## config.mk

```make
export PLATFORM = sky130hd
export DESIGN_NAME = frame_sequencer
export DESIGN_NICKNAME = d
export VERILOG_FILES = /design/src/rtl/frame_sequencer_pkg.sv /design/src/rtl/frame_sequencer_edge_detect.sv /design/src/rtl/frame_sequencer.sv
export SDC_FILE = /design/constraint.sdc
export NUM_CORES = 1
export LEC_CHECK = 0
export CAP_MARGIN = 20
export CELL_PAD_IN_SITES_DETAIL_PLACEMENT = 0
export CELL_PAD_IN_SITES_GLOBAL_PLACEMENT = 1
export CORE_UTILIZATION = 16
export CTS_BUF_LIST = sky130_fd_sc_hd__clkbuf_8
export CTS_CLUSTER_DIAMETER = 30
export DETAILED_ROUTE_END_ITERATION = 16
export GPL_TIMING_DRIVEN = 0
export PLACE_DENSITY_LB_ADDON = 0.1
export SYNTH_ARGS = -nofsm -noshare
export SYNTH_HDL_FRONTEND = slang
export SYNTH_SLANG_ARGS = --single-unit
```

## constraint.sdc

```tcl
create_clock -name Clk -period 2.5 [get_ports Clk]
set_clock_uncertainty 0.2 [all_clocks]
set_input_delay 0.5 -clock Clk [delete_from_list [all_inputs] [get_ports Clk]]
set_output_delay 0.5 -clock Clk [all_outputs]
set_load 0.02 [all_outputs]
```

## src/rtl/frame_sequencer_pkg.sv

```systemverilog
// Shared types for the per-frame clear/draw render sequencer.
package frame_sequencer_pkg;

  localparam int XW_DEF = 10;
  localparam int YW_DEF = 10;

  typedef logic [XW_DEF-1:0] coord_x_t;
  typedef logic [YW_DEF-1:0] coord_y_t;

  typedef enum logic [1:0] {
    IDLE  = 2'd0,
    CLEAR = 2'd1,
    DRAW  = 2'd2,
    DONE  = 2'd3
  } seq_state_t;

endpackage

```

## src/rtl/frame_sequencer_edge_detect.sv

```systemverilog
// Registered rising-edge detector; rise is high one cycle after in is first sampled high.
module edge_detect (
  input  logic Clk,
  input  logic Reset,
  input  logic in,
  output logic rise
);

  logic in_q;
  logic rise_q;

  always_ff @(posedge Clk) begin
    if (Reset) begin
      in_q   <= 1'b0;
      rise_q <= 1'b0;
    end else begin
      in_q   <= in;
      rise_q <= in & ~in_q;
    end
  end

  assign rise = rise_q;

endmodule

```

## src/rtl/frame_sequencer.sv

```systemverilog
// Per-frame sequencer: on each frame_clk rise runs clear then draw, muxes both engines
// onto one frame-buffer write port and swaps front/back buffers between frames.
//
// state | meaning
// IDLE  | after reset, waiting for the first frame edge
// CLEAR | clear engine owns the write port
// DRAW  | draw engine owns the write port
// DONE  | back buffer complete, waiting for the next frame edge
module frame_sequencer
  import frame_sequencer_pkg::*;
#(
  parameter int             XW          = XW_DEF,
  parameter int             YW          = YW_DEF,
  parameter int             BPP         = 1,
  parameter logic [BPP-1:0] CLEAR_COLOR = '0,
  parameter bit             DOUBLE_BUF  = 1'b1
) (
  input  logic           Clk,
  input  logic           Reset,
  input  logic           frame_clk,
  input  logic           clear_en,
  input  logic           clear_done,
  input  logic [XW-1:0]  clear_DrawX,
  input  logic [YW-1:0]  clear_DrawY,
  input  logic           draw_done,
  input  logic [XW-1:0]  draw_DrawX,
  input  logic [YW-1:0]  draw_DrawY,
  input  logic [BPP-1:0] draw_data,
  input  logic           draw_we,
  output logic           clear_start,
  output logic           draw_start,
  output logic [XW-1:0]  DrawX,
  output logic [YW-1:0]  DrawY,
  output logic [BPP-1:0] wr_data,
  output logic           wr_en,
  output logic           frame_clk_rising_edge,
  output logic           frame_done,
  output logic           back_sel,
  output logic           frame_overrun
);

  seq_state_t state_q, state_d;
  logic       back_sel_q, back_sel_d;
  logic       clear_start_q, draw_start_q;
  logic       rise;

  edge_detect u_edge (
    .Clk   (Clk),
    .Reset (Reset),
    .in    (frame_clk),
    .rise  (rise)
  );

  always_ff @(posedge Clk) begin
    if (Reset) begin
      state_q       <= IDLE;
      back_sel_q    <= 1'b0;
      clear_start_q <= 1'b0;
      draw_start_q  <= 1'b0;
    end else begin
      state_q       <= state_d;
      back_sel_q    <= back_sel_d;
      clear_start_q <= (state_d == CLEAR) && (state_q != CLEAR);
      draw_start_q  <= (state_d == DRAW) && (state_q != DRAW);
    end
  end

  // A done seen during the start cycle belongs to the previous run, so it is ignored.
  always_comb begin
    state_d    = state_q;
    back_sel_d = back_sel_q;
    unique case (state_q)
      IDLE: begin
        if (rise) state_d = clear_en ? CLEAR : DRAW;
      end
      CLEAR: begin
        if (clear_done && !clear_start_q) state_d = DRAW;
      end
      DRAW: begin
        if (draw_done && !draw_start_q) state_d = DONE;
      end
      DONE: begin
        if (rise) begin
          state_d = clear_en ? CLEAR : DRAW;
          if (DOUBLE_BUF) back_sel_d = ~back_sel_q;
        end
      end
      default: state_d = IDLE;
    endcase
  end

  // Strobes are gated by Reset so the write port goes quiet in the reset cycle itself.
  always_comb begin
    DrawX   = '0;
    DrawY   = '0;
    wr_data = '0;
    wr_en   = 1'b0;
    unique case (state_q)
      CLEAR: begin
        DrawX   = clear_DrawX;
        DrawY   = clear_DrawY;
        wr_data = CLEAR_COLOR;
        wr_en   = ~Reset;
      end
      DRAW: begin
        DrawX   = draw_DrawX;
        DrawY   = draw_DrawY;
        wr_data = draw_data;
        wr_en   = draw_we & ~Reset;
      end
      default: ;
    endcase
    clear_start           = clear_start_q & ~Reset;
    draw_start            = draw_start_q & ~Reset;
    frame_clk_rising_edge = rise;
    frame_done            = (state_q == DONE);
    back_sel              = back_sel_q;
    frame_overrun         = rise && ((state_q == CLEAR) || (state_q == DRAW));
  end

endmodule
```

# After elaboration in Yosys (flattened, before gate mapping)
# Cells that the tools add are included.
[op_classes] n_bitwise=7 mux=9 reduce_logical=11 n_eq_ne=7
[op_table] cell="10-bit one-hot mux with 2 select lines" count=2
[op_table] cell="2-bit two-way mux" count=4
[op_table] cell="2-bit == test, second input constant" count=3
[op_table] cell="2-bit one-hot mux with 3 select lines" count=1
[op_table] cell="1-bit logical AND" count=5
[op_table] cell="1-bit bitwise AND" count=4
[op_table] cell="2-bit by 1-bit == test with 1-bit output, second input constant" count=2
[op_table] cell="1-bit inverter" count=3
[op_table] cell="1-bit logical NOT" count=2
[op_table] cell="2-bit logical NOT" count=1
[op_table] cell="2-bit by 1-bit != test with 1-bit output, second input constant" count=1
[op_table] cell="2-bit != test, second input constant" count=1
[op_table] cell="1-bit one-hot mux with 2 select lines" count=1
[op_table] cell="2-bit AND reduction" count=1
[op_table] cell="2-bit OR reduction" count=1
[op_table] cell="1-bit logical OR" count=1
[op_table] cell="1-bit two-way mux" count=1
[totals] in_bits=48 register_bits=7 out_inout_bits=28

# Depth between registers and ports, before layout
[depth] word_depth=6 ltp_mapped=7

# Cells and area by module
# From an unflattened synthesis, not the netlist that was laid out.
[hier_totals] hier_cells=87 hier_area_um2=640.6
[modules_own_cells] module="frame_sequencer" cells_per_inst=83 seq_area_each_um2=100.1 instances=1 area_per_inst_um2=581.8
[modules_own_cells] module="edge_detect" cells_per_inst=4 seq_area_each_um2=40.0 instances=1 area_per_inst_um2=58.8

# Least setup slack after synthesis
# No wires, ideal clock.
[synth_timing] path_kind="register -> output" start="reg state_q[0]" end="out DrawX[1]" arrival_ns=1.389 path_slack_ns=0.411 stages_incl_launch_ff=7 path_cell_list="dfxtp_1 -> inv_1 -> ha_1 -> buf_4 -> clkbuf_1 -> a22oi_1 -> nor2_1"
[synth_between] elab_chain_len=2 word_cells_on_any_way=3 cone_classes="2 x eq/ne; 1 x mux"
[synth_rtl] item="start, declared" line="frame_sequencer.sv:42" text="seq_state_t state_q, state_d;"
[synth_rtl] item="start signal, assigned" line="frame_sequencer.sv:61" text="state_q <= state_d;"
[synth_rtl] item="2-bit == test / 2-bit by 1-bit == test with 1-bit output (equally long branches)" line="frame_sequencer.sv:98" text="unique case (state_q)"
[synth_rtl] item="10-bit one-hot mux with 2 select lines (*)" line="frame_sequencer.sv:98"
[synth_rtl] item="end, declared" line="frame_sequencer.sv:32" text="output logic [XW-1:0] DrawX,"
# Every way passes the cells marked *; elsewhere a longest branch is shown, timed or not.

# Worst setup path in the final report
[layout_timing] start="reg state_q[0]" end="out wr_data"
[layout_between] elab_chain_len=2
[layout_rtl] item="2-bit == test" line="frame_sequencer.sv:98"
[layout_rtl] item="1-bit two-way mux" line="frame_sequencer.sv:98"
[layout_rtl] item="end, declared" line="frame_sequencer.sv:34" text="output logic [BPP-1:0] wr_data,"
# Every way passes these cells.

==> out/qor.txt <==
run status: finished clean
fin crit period: 2.36 ns
max-slew headroom at the worst pin: 0.657
FMAX: 423 MHz
synth-to-layout area growth: 121%
CP required: 1.80 ns
ys flop type: dfxtp_1
DRT Pass-1 Iters: 4
Hold Crit Class: flip-flop to flip-flop
YS warnings: 0
WP data arrival: 1.66 ns
Overall Power: 1150 µW
Avg WL per Cell: 12.7 µm
Clock Latency Late Sink: 0.23 ns
Crit path max-delay family: buffers and inverters
hold slack: 0.185 ns
# rows: 22
Sequential Area: 144 µm²
Synth Instances: 87
GRT Total Usage: 0.123
Metal-1 WL: 1140 µm
sequential fraction of the synthesis area: 0.217
die area: 0.00429 mm²
post-CTS setup buffers: 0
Vias/cell: 4.30
Root Driver: clkbuf_8
Crit. End Element: primary output
Leak: 0.000582 µW
DR DRC count: 0
layout cells sized above 1: 0.211
DP HPWL: 2090 µm
die height: 65.5 µm
max cap viols: 0
most frequent cells in the layout: clkdlybuf4s50_1, nor2_1, clkbuf_2
antenna violations before repair: 0
Slew @ Worst Pin: 0.512 ns
number of global-route vias before repair: 867
Worst path slowest cell: dfxtp_4
met3 wire length: 229 µm
first-pass GRT wire length: 4080 µm
core area: 0.00377 mm²
I/O pin total: 76
asr flop ratio synth: 0
clock sink count: 7
Routed Wire Length: 2710 µm
unrepaired setup endpoints after global routing: no
Worst Setup Start Kind: flip-flop
CTS buffer count: 3
GPL Wtd Cong: 0.758
Crit Path Max Fanout: 10
critical path cell sequence: inv_1 > ha_1 > buf_4 > clkbuf_4 > and2_1 > dlygate4sd2_1
final hold violations: 0
routed wl met2: 1330 µm
CTS tree: yes
worst setup margin: 0.138 ns
WP buf/inv: 4
post-synth net total: 139
library cells used by synthesis: 26
port bufs: 75
Max H-tree Level: 1
post-synth top area share: 0.233
critical path's largest stage delay: 0.38 ns
area of the multi-input gates: 475 µm²
initial core utilization: 0.171
# diodes: 0
crit path kind: flip-flop to primary output
Final Instance Count excl. Fillers: 214
GRT overflow: 0
Yosys top cell by area: a22oi_1
syn_area_per_cell: 7.41 µm²
Fillers: 409
Die Wd: 65.5 µm
Clock Path Buffers: 2
DR vias: 921
Synth Cell Area: 644 µm²
placed cells: 210
largest net degree at the start of global routing: 11
Seq cells post-synth: 7
power per cell area: 810 mW/mm²
setup TNS: 0 ns
synth top area cells: a22oi_1, dfxtp_1, nor2_1, ha_1, nor2b_1
post-route clock period utilization: 0.945
Final setup viols: 0
Slew Viols, Final: 0
top layer in use: met4
Clock transition at path regs: 0.04 ns
Max VDD drop: 0.000399 V
Setup WS pre-CTS: -0.262 ns
Post-synth EDFFs: 0
nets: 219
Post-DRT Antenna Nets: 0
commonest non-fill, non-tap cell in the layout: clkdlybuf4s50_1
Hold Buf Count CTS: 0
iteration-0 DRC count of the detailed router: 37
==> per-layer routing <==
layer,vias up,track usage
met2,41,0.216
li1,471,-
met5,-,0
met4,0,0.0326
met1,407,0.143
met3,2,0.0365
==> stage by stage <==
stage	util	area (µm²)
CTS	0.394	1490
detailed placement	0.386	1460
floorplan	-	644
global placement	0.386	1460
global route	0.378	1430
finish	0.378	1430
==> worst reg2reg max path: stages (launching register included) <==
cell and delay [ns]:
dfxtp_4 0.38, inv_1 0.05, ha_1 0.37, a211oi_1 0.10
a311oi_1 0.44, nor3b_1 0.23
==> timing repair <==
action	CTS	global route
setup endpoints to repair	25	20
hold endpoints to repair	0	0
gates resized for setup	33	42
==> synthesized netlist by cell type (2+ instances only) <==
cell type	number
ha_1	4
nand2_1	4
inv_1	2
a22oi_1	20
nor2_1	21
clkbuf_1	4
dfxtp_1	7
a221oi_2	2
nor2b_1	6
==> cells by family after synthesis <==
| group | share of synthesized area |
|---|---|
| mux | 0.0175 |
| fa+ha+maj | 0.0777 |
| simple gates | 0.284 |
| flops | 0.217 |
| xor+xnor | 0.0136 |
| compound gates | 0.330 |
| buf+inv | 0.0602 |
==> final timing paths <==
| kind | from | endpoint | slack [ns] | cells after the start |
|---|---|---|---|---|
| min | u_edge.in_q$_SDFF_PP0_ | u_edge.rise$_SDFF_PP0_ | 0.18 | 1 |
| min reg2reg | u_edge.in_q$_SDFF_PP0_ | u_edge.rise$_SDFF_PP0_ | 0.18 | 1 |
| max | state_q[0]$_SDFF_PP0_ | wr_data | 0.14 | 6 |
| max reg2reg | state_q[0]$_SDFF_PP0_ | draw_start_q$_SDFF_PP0_ | 0.64 | 5 |
==> where the power goes <==
part           leakage (µW)  switching [µW]  internal, µW
sequential        0.0000582            28.8           145
combinational      0.000497             474           350
clock             0.0000269            49.2           106
total              0.000582             552           602
==> final cells by class <==
type / instances / area share
Buffer: 7 / 0.0299
Clock buffer: 3 / 0.0290
Clock inverter: 1 / 0.00263
Inverter: 2 / 0.00527
Multi-Input combinational cell: 71 / 0.334
Sequential cell: 7 / 0.101
Tap cell: 48 / 0.0421
Timing Repair Buffer: 75 / 0.457
==> registers in the layout, summed over array words and instances (netlist names) <==
signal	flops
u_edge.rise	1
u_edge.in_q	1
back_sel	1
clear_start_q	1
state_q	2
draw_start_q	1
No activity file was read; power rests on OpenSTA's default activity.
